### src/rtl/image_rle_decompressor.sv
// Expands 16-bit run-length words into 1-bit pixels, packs them MSB-first and writes bytes from img_base.
// One pixel per cycle; in_ready is high only while waiting for a word, write/done/err outputs are registered.
module image_rle_decompressor #(
  parameter int PIX_W  = 16,
  parameter int ADDR_W = 16
) (
  input  logic              clk,
  input  logic              RST,
  input  logic              start,
  input  logic [ADDR_W-1:0] img_base,
  input  logic [PIX_W-1:0]  pixel_total,
  input  logic              in_valid,
  input  logic [15:0]       in_data,
  output logic              in_ready,
  output logic [ADDR_W-1:0] ram_addr,
  output logic [7:0]        ram_data,
  output logic              ram_we,
  output logic              done,
  output logic              err
);

  typedef enum logic [2:0] {IDLE, WAIT_WORD, EXPAND, FLUSH, DONE} state_t;

  state_t            state;
  logic [ADDR_W-1:0] base;
  logic [ADDR_W-1:0] byteIdx;
  logic [PIX_W-1:0]  total;
  logic [PIX_W-1:0]  pixCnt;
  logic [2:0]        bitCnt;
  logic [7:0]        shiftReg;
  logic [14:0]       runLeft;
  logic              pixVal;
  logic              ovrFlag;

  logic [PIX_W-1:0]  pixNext;
  logic [2:0]        bitNext;
  logic [14:0]       runNext;
  logic [7:0]        shiftNext;
  logic [7:0]        flushByte;

  assign pixNext   = pixCnt + PIX_W'(1);
  assign bitNext   = bitCnt + 3'd1;
  assign runNext   = runLeft - 15'd1;
  assign shiftNext = {shiftReg[6:0], pixVal};
  // Partial byte: the oldest pixel ends up in bit 7, unused low bits are zero.
  assign flushByte = shiftReg << (4'd8 - {1'b0, bitCnt});

  always_ff @(posedge clk or negedge RST) begin
    if (!RST) begin
      state    <= IDLE;
      base     <= '0;
      byteIdx  <= '0;
      total    <= '0;
      pixCnt   <= '0;
      bitCnt   <= '0;
      shiftReg <= '0;
      runLeft  <= '0;
      pixVal   <= 1'b0;
      ovrFlag  <= 1'b0;
      in_ready <= 1'b0;
      ram_addr <= '0;
      ram_data <= '0;
      ram_we   <= 1'b0;
      done     <= 1'b0;
      err      <= 1'b0;
    end else begin
      ram_we <= 1'b0;
      if (start) begin
        // Restart from any state; a byte completing in this cycle is dropped.
        base     <= img_base;
        total    <= pixel_total;
        byteIdx  <= '0;
        pixCnt   <= '0;
        bitCnt   <= '0;
        shiftReg <= '0;
        runLeft  <= '0;
        ovrFlag  <= 1'b0;
        done     <= 1'b0;
        err      <= 1'b0;
        if (pixel_total != '0) begin
          state    <= WAIT_WORD;
          in_ready <= 1'b1;
        end else begin
          state    <= DONE;
          in_ready <= 1'b0;
        end
      end else begin
        case (state)
          IDLE: begin
            in_ready <= 1'b0;
          end
          WAIT_WORD: begin
            if (in_valid && in_data[14:0] != 15'd0) begin
              pixVal   <= in_data[15];
              runLeft  <= in_data[14:0];
              state    <= EXPAND;
              in_ready <= 1'b0;
            end
          end
          EXPAND: begin
            shiftReg <= shiftNext;
            bitCnt   <= bitNext;
            pixCnt   <= pixNext;
            runLeft  <= runNext;
            if (bitNext == 3'd0) begin
              ram_we   <= 1'b1;
              ram_data <= shiftNext;
              ram_addr <= base + byteIdx;
              byteIdx  <= byteIdx + ADDR_W'(1);
            end
            if (pixNext == total) begin
              if (runNext != 15'd0)
                ovrFlag <= 1'b1;
              state <= (bitNext != 3'd0) ? FLUSH : DONE;
            end else if (runNext == 15'd0) begin
              state    <= WAIT_WORD;
              in_ready <= 1'b1;
            end
          end
          FLUSH: begin
            ram_we   <= 1'b1;
            ram_data <= flushByte;
            ram_addr <= base + byteIdx;
            byteIdx  <= byteIdx + ADDR_W'(1);
            state    <= DONE;
          end
          DONE: begin
            // One cycle behind state entry so done follows the last write strobe.
            done <= 1'b1;
            err  <= ovrFlag;
          end
          default: begin
            state    <= IDLE;
            in_ready <= 1'b0;
          end
        endcase
      end
    end
  end

endmodule

### config.mk
export PLATFORM = sky130hd
export DESIGN_NAME = image_rle_decompressor
export DESIGN_NICKNAME = d
export VERILOG_FILES = /design/src/rtl/image_rle_decompressor.sv
export SDC_FILE = /design/constraint.sdc
export NUM_CORES = 1
export LEC_CHECK = 0
export ABC_AREA = 1
export BUFFER_PORTS_ARGS = -buffer_cell sky130_fd_sc_hd__buf_4
export CORE_MARGIN = 2
export CORE_UTILIZATION = 48
export DETAILED_ROUTE_END_ITERATION = 7
export GPL_ROUTABILITY_DRIVEN = 1
export HOLD_SLACK_MARGIN = 0.15
export PLACE_DENSITY = 0.78
export SETUP_SLACK_MARGIN = 0.1
export SYNTH_ARGS = -nofsm -noshare
export SYNTH_HDL_FRONTEND = slang
export SYNTH_SLANG_ARGS = --single-unit
### constraint.sdc
create_clock -name clk -period 2.3 [get_ports clk]
set_clock_uncertainty 0.05 [all_clocks]
set_input_delay 0.345 -clock clk [delete_from_list [all_inputs] [get_ports clk]]
set_output_delay 0.345 -clock clk [all_outputs]
set_load 0.01 [all_outputs]
==> impl_results.md, run 1 <==
- Status: complete, no violations
- Dpl cell area: 8350 µm²
- Worst Path Required: 2.56 ns
- Post-synth top area share: 41.4%
- RR Endpoint: state[0]
- Die Area: 16500 µm²
- Final period utilization: 96.4%
- CP max-delay cell: dfrtp_1
- DR vias/cell: 5.52
- Final setup viols: 0
- Row Count: 45
- Slew headroom: 63.9%
- Worst endpoint data arrival time: 2.47 ns
- R2R depth: 16
- Worst-Margin Slew: 0.537 ns
- DRT iter0 DRCs: 664
- Max H-tree Level: 4
- Core area: 15200 µm²
- Final nets: 1257
- Worst R2R Start: pixCnt[1]
- Clock latency on the worst-skew pair: 0.42 ns
- Top FF cell, synth: dfrtp_1
- Final RePlAce weighted congestion: 0.948
- Syn Inst Count: 1038
- Syn Area/Cell: 7.17 µm²
- Slowest stage delay, CP: 0.41 ns
- Worst Hold Class: primary input to register
- Buffers added on ports: 79
- Total track usage: 25.6%
- Fillers: 1258
- Synth top area cells: dfrtp_1, nand2_1, nand3_1
- Setup crit end kind: register
- Endpoints failing hold: 0
- Final worst slack: 0.0837 ns
- Max-slew violations: 0
- Wire length per cell: 15.0 µm
- Root Driver: clkbuf_16
- Clk pin slew, worst setup/hold paths: 0.06 ns
- CTS tree: done
- Finished Cell Area: 9640 µm²
- Initial antenna violation count: 0
- Synth unique cells: 44
- Vias: 7641
- Mapped Nets: 1113
- Synth area leader: dfrtp_1
- Die Span X: 129 µm
- Layout cell share with drive strength beyond 1: 18.9%
- HPWL reported at the end of detailed placement: 14000 µm
- Die height: 129 µm
- Number of max-cap violations: 0
- Worst hold path stage count: 3
- Mapped cell area: 7440 µm²
- Worst setup SP type: register
- Reg2reg setup slack: 0.08 ns
- Ys Warns: 0
- Pwr Density: 648 nW/µm²
- First-pass GRT wire length: 33800 µm
- Clk buf depth: 2
- Final wirelength: 20700 µm
- Cell breakdown of the critical path: buf_6, nand2_2, nor2_4, nand2_2, o21ai_0, nand3_2, nand2_1, nor2_2, nand2_1, nor2_1, nand2_1, nand2_2, nand2_2, nor2_1, nand2_1, nand2_1
- Lkg Pwr: 4.65 nW
- Drt pass-1 iters: 6
- Number of clock sinks: 123
- I/O Pins: 80
- Vias in the first global route: 7178
- Design Power: 0.00624 W
- Max Clock Freq: 0.451 GHz
- Worst Path Max Fanout: 6
- Hold_sp: in_data[12]
- N_diodes: 0
- Post-synthesis sequential area ratio: 41.4%
- Crit path kind: register to register
- P&R area growth vs syn: 29.5%
- GR Overflow Total: 0
- Register bit total from synthesis: 123
- Routed Antenna Nets: 0
- Most frequent CP cell: nand2_1
- Fin crit period: 2.22 ns
- Setup WS pre-CTS: 0.00364 ns
- Maximum vdd ir drop: 0.000550 V
- RSZ-0062 raised after global routing: yes
- Hold EP: runLeft[12]
- Pin count of the biggest net entering global routing: 38
- Residual DRC count: 0
- TritonCTS buffer count: 17
- EDFF count, synth: 0
- Initial Util: 49.0%
- Async S/R FF share, synth: 100%
-- flip-flops by register name, summed over array words and instances (netlist names), 3 cells and up --
name      count
base         16
byteIdx      16
ram_data      8
shiftReg      8
pixCnt       16
state         3
total        16
bitCnt        3
ram_addr     16
runLeft      15
-- worst max-delay path, delay by kind of cell, from the launching register on --
family / cells / cell delay [ns]
buffers and inverters: 1 / 0.14
and+or+nand+nor: 14 / 1.23
DFF: 1 / 0.41
AOI/OAI and AO/OA: 1 / 0.28
-- cell usage after synthesis (4+ instances only) --
cell type  instances
nor2_4             6
clkbuf_1          17
nor2_1            88
o21ai_1            7
nand2_2           11
a221oi_1           5
ha_1              22
buf_2              6
a21oi_1           35
nor4_1             7
o22ai_1           15
nor2_2             6
nand3b_1           6
dfrtp_1          123
inv_2              4
nand3_1           90
inv_1            107
o21ai_0           85
xor2_1            13
nor3_1             8
nand4_1           18
a22oi_1           11
nand2_1          321
-- report_power, final --
part | internal [W] | switching (W)
Sequential | 0.00234 | 0.000142
Combinational | 0.000450 | 0.000630
Clock | 0.00168 | 0.00101
Total | 0.00447 | 0.00178
-- metrics by stage --
stage | util, % | setup TNS, ns | hold slack (ns) | cells
3_5_place_dp | 54.9 | 0 | 0.237 | 1300
3_3_place_gp | 54.9 | 0 | 0.234 | 1300
5_1_grt | 63.4 | -0.118 | 0.175 | 1383
4_1_cts | 61.4 | 0 | 0.150 | 1371
6_report | 63.4 | 0 | 0.166 | 1383
2_1_floorplan | - | 0 | -0.000591 | 1038
-- cell usage in the layout, fill, tap and decap left out, types with 3 or more instances in the layout --
cell / Yosys / layout
nor4_1: 7 / 6
nor2_2: 6 / 16
dfrtp_1: 123 / 122
inv_1: 107 / 104
o21ai_1: 7 / 9
ha_1: 22 / 18
a21oi_1: 35 / 33
xor2_1: 13 / 13
a22oi_1: 11 / 11
inv_2: 4 / 6
o22ai_1: 15 / 15
nand3_2: 1 / 7
nor2_4: 6 / 9
a221oi_1: 5 / 5
buf_4: 0 / 112
clkbuf_8: 0 / 3
nand3_4: 0 / 4
nand2_1: 321 / 309
nor2_1: 88 / 75
dlygate4sd3_1: 0 / 35
nand3_1: 90 / 80
nand2_2: 11 / 22
clkbuf_16: 0 / 17
o21ai_0: 85 / 81
nand3b_1: 6 / 6
nor3_1: 8 / 8
o211ai_1: 3 / 3
nand4_1: 18 / 18
clkinvlp_4: 0 / 6
-- kinds of logic after synthesis --
kind of cell	synth area share, %
flip-flops	41.4
AND/OR/NAND/NOR	32.9
adder cells (fa/ha/maj)	3.97
buffers and inverters	7.06
XOR/XNOR	1.77
AO/OA/AOI/OAI	13.0
-- final cells by class --
type / instances / area [µm²] / share of cell area (%)
clock buffer: 22 / 474 / 4.92
clock inverter: 10 / 116 / 1.21
inverter: 112 / 424 / 4.40
multi-input combinational: 777 / 4060 / 42.1
sequential: 123 / 3080 / 31.9
tap: 188 / 235 / 2.44
timing repair buffer: 151 / 1250 / 13.0
-- timing repair --
item,in CTS,in global routing
pin swaps,2,17
endpoints found under the setup margin,7,26
gates resized for setup,4,62
hold buffers,35,0
hold endpoints to repair,121,0
setup buffers,4,12
-- per-layer routing --
metal  wire length (µm)  GRT usage [%]  vias up
met5                  0              0        -
met4                651           11.2        0
met3               1300           4.99       63
met2               9890           40.7      296
met1               8890           34.3     3564
li1                   -              -     3718
-- worst max-delay path by stage --
stage / slack [ns] / from / end / depth (start not counted)
floorplan: 0.24 / byteIdx[0] / ram_addr[12] / 11
global placement: 0.09 / pixCnt[0] / state[0] / 17
detailed placement: 0.004 / pixCnt[0] / state[0] / 17
CTS: 0.10 / runLeft[0] / state[0] / 16
global route: -0.06 / pixCnt[1] / state[0] / 16
finish: 0.08 / pixCnt[1] / state[0] / 16
No activity file was read; power rests on OpenSTA's default activity.
==> run 2, diff against run 1 <==
--- a/config.mk
+++ b/config.mk
@@ -13,7 +13,7 @@
 export GPL_ROUTABILITY_DRIVEN = 1
 export HOLD_SLACK_MARGIN = 0.15
 export PLACE_DENSITY = 0.78
-export SETUP_SLACK_MARGIN = 0.1
+export SETUP_SLACK_MARGIN = 0.4
 export SYNTH_ARGS = -nofsm -noshare
 export SYNTH_HDL_FRONTEND = slang
 export SYNTH_SLANG_ARGS = --single-unit
==> impl_results.md, run 2 (synthesis results as in run 1) <==
- Logic pwr share: 17.6% (was 17.3%)
- Clk pin slew, worst setup/hold paths: 0.05 ns (was 0.06 ns)
- Pwr Density: 637 nW/µm² (was 648 nW/µm²)
- Layout cell share with drive strength beyond 1: 25.1% (was 18.9%)
- DR vias/cell: 5.71 (was 5.52)
- Buffers added on ports: 79 (unchanged)
- Fin Hold WS: 0.147 ns (was 0.166 ns)
- Most frequent cells in the layout: nand2_1, buf_4, dfrtp_1 (was nand2_1, dfrtp_1, buf_4)
- RSZ-0062 raised after global routing: yes (unchanged)
- Sw frac: 27.3% (was 28.5%)
- Max H-tree Level: 4 (unchanged)
- Wire length per cell: 16.1 µm (was 15.0 µm)
- RR Endpoint: state[1] (was state[0])
- Worst setup SP type: register (unchanged)
- Final nets: 1292 (was 1257)
- Slew headroom: 59.5% (was 63.9%)
- R2R depth: 15 (was 16)
- Vias: 8092 (was 7641)
- HPWL reported at the end of detailed placement: 13800 µm (was 14000 µm)
- CTS tree: done (unchanged)
- I/O Pins: 80 (unchanged)
- Final RePlAce weighted congestion: 0.947 (was 0.948)
- Core area: 15200 µm² (unchanged)
- Vias in the first global route: 7405 (was 7178)
- Fin crit period: 2.29 ns (was 2.22 ns)
- Met2 Use GR: 43.6% (was 40.7%)
- Endpoints failing hold: 0 (unchanged)
- Initial Util: 49.0% (unchanged)
- Die Span X: 129 µm (unchanged)
- Reg2reg setup slack: 0.01 ns (was 0.08 ns)
- GRT met1 Usage: 36.1% (was 34.3%)
- GR Overflow Total: 0 (unchanged)
- Root Driver: clkbuf_16 (unchanged)
- DRT iter0 DRCs: 831 (was 664)
- Crit path kind: register to register (unchanged)
- Status: complete, no violations (unchanged)
- Clock latency on the worst-skew pair: 0.43 ns (was 0.42 ns)
- Worst Hold Class: primary input to register (unchanged)
- Busiest grt layer: met2 (unchanged)
- Final wirelength: 22900 µm (was 20700 µm)
- Clock share of power: 44.4% (was 43.0%)
- First-pass GRT wire length: 35700 µm (was 33800 µm)
- Seq pwr share: 38.0% (was 39.7%)
- Post-Layout Cell Count: 1417 (was 1383)
- Pin count of the biggest net entering global routing: 44 (was 38)
- Die Area: 16500 µm² (unchanged)
- Row Count: 45 (unchanged)
- Setup crit end kind: register (unchanged)
- Worst hold path stage count: 3 (unchanged)
- Commonest non-fill, non-tap cell in the layout: nand2_1 (unchanged)
- Max-slew violations: 0 (unchanged)
- Number of clock sinks: 123 (unchanged)
- Worst-Margin Slew: 0.607 ns (was 0.537 ns)
- Residual DRC count: 0 (unchanged)
- Maximum vdd ir drop: 0.000567 V (was 0.000550 V)
- Final setup viols: 0 (unchanged)
- Number of max-cap violations: 0 (unchanged)
- Total track usage: 27.0% (was 25.6%)
- TritonCTS buffer count: 17 (unchanged)
- Hold EP: runLeft[14] (was runLeft[12])
- Worst R2R Start: pixCnt[1] (unchanged)
- Psw: 0.00179 W (was 0.00178 W)
- Die height: 129 µm (unchanged)
- Worst Path Max Fanout: 4 (was 6)
- Drt pass-1 iters: 6 (unchanged)
- N_diodes: 0 (unchanged)
- P_int: 0.00477 W (was 0.00447 W)
- Clk buf depth: 2 (unchanged)
- Post-Place Cells: 1298 (was 1300)
- Hold_sp: in_data[14] (was in_data[12])
- P&R area growth vs syn: 38.4% (was 29.5%)
- Lkg Pwr: 4.94 nW (was 4.65 nW)
- Max Clock Freq: 0.438 GHz (was 0.451 GHz)
- Design Power: 0.00656 W (was 0.00624 W)
- Worst endpoint data arrival time: 2.60 ns (was 2.47 ns)
- Final period utilization: 99.4% (was 96.4%)
- Worst Path Required: 2.61 ns (was 2.56 ns)
- Routed Antenna Nets: 0 (unchanged)
- Initial antenna violation count: 0 (unchanged)
- Met3 Resource Use GR: 6.07% (was 4.99%)
[run 2: changes by cell type in the layout (fill, tap and decap cells not counted), moves of 5 or more]
cell | previous run | this run
nor2_1 | 75 | 70
dfrtp_1 | 122 | 115
o21ai_1 | 9 | 14
a21oi_1 | 33 | 28
dfrtp_2 | 1 | 8
nand3_2 | 7 | 17
o21ai_0 | 81 | 75
nand2_1 | 309 | 303
clkinvlp_4 | 6 | 1
buf_4 | 112 | 129
a21oi_2 | 2 | 7
buf_6 | 2 | 16
nand3_1 | 80 | 66
[run 2: how the worst max path moves through the flow]
stage                    start           end  slack, ns  cells after the start
CTS                  pixCnt[1]      state[1]       0.18                     17
global route         pixCnt[2]      state[1]      -0.07                     15
detailed placement  byteIdx[0]  ram_addr[12]       0.09                     11
global placement     pixCnt[0]      state[0]       0.16                     17
floorplan            bitCnt[0]   byteIdx[12]       0.32                     14
finish               pixCnt[1]      state[1]       0.01                     15
[run 2: cell type report]
cell class | instances | area (µm²)
Inverter | 112 | 432
Tap cell | 188 | 235
Timing Repair Buffer | 186 | 1610
Sequential cell | 123 | 3090
Fill cell | 1130 | 4900
Clock inverter | 7 | 135
Clock buffer | 24 | 502
Multi-Input combinational cell | 777 | 4300
[run 2: per-layer routing]
| metal | vias up | share of wire (%) |
|---|---|---|
| met4 | 0 | 3.0 |
| met1 | 3753 | 43 |
| met3 | 89 | 7.4 |
| met5 | - | 0 |
| met2 | 456 | 47 |
| li1 | 3794 | - |
[run 2: worst max-delay path: stages, from the launching register on]
cell and delay (ns):
dfrtp_2 0.45, ha_4 0.20, or2_2 0.32, nand3_1 0.09
nand2_1 0.08, inv_1 0.09, nand2_1 0.08, nor3_2 0.18
nand2_1 0.08, nor2_1 0.08, nand2_1 0.09, nand2_1 0.11
nand2_1 0.08, nor2_1 0.13, nand2_1 0.06, nand2_1 0.06
[run 2: power groups by stage]
stage	clock network, W	logic [W]	registers, W
floorplan	0	0.000544	0.00251
global route	0.00302	0.00128	0.00251
CTS	0.00293	0.00109	0.00248
global placement	0	0.000957	0.00251
detailed placement	0	0.000968	0.00251
finish	0.00291	0.00116	0.00249
[run 2: what timing repair did]
| action | CTS | global route |
|---|---|---|
| gates resized for setup | 90 | 55 |
| setup buffers | 39 | 13 |
| setup endpoints to repair | 33 | 51 |
| endpoints found under the hold margin | 75 | 0 |
| hold buffers | 36 | 0 |
| pin swaps | 48 | 26 |
[run 2: metrics by stage]
| step | setup WS (ns) | instance area [µm²] | utilization (%) | setup TNS [ns] |
|---|---|---|---|---|
| CTS | 0.177 | 9990 | 65.7 | 0 |
| floorplan | 0.315 | 7460 | - | 0 |
| global route | -0.0746 | 10300 | 67.8 | -0.129 |
| detailed placement | 0.0887 | 8360 | 55.0 | 0 |
| global placement | 0.159 | 8360 | 55.0 | 0 |
| finish | 0.0144 | 10300 | 67.8 | 0 |
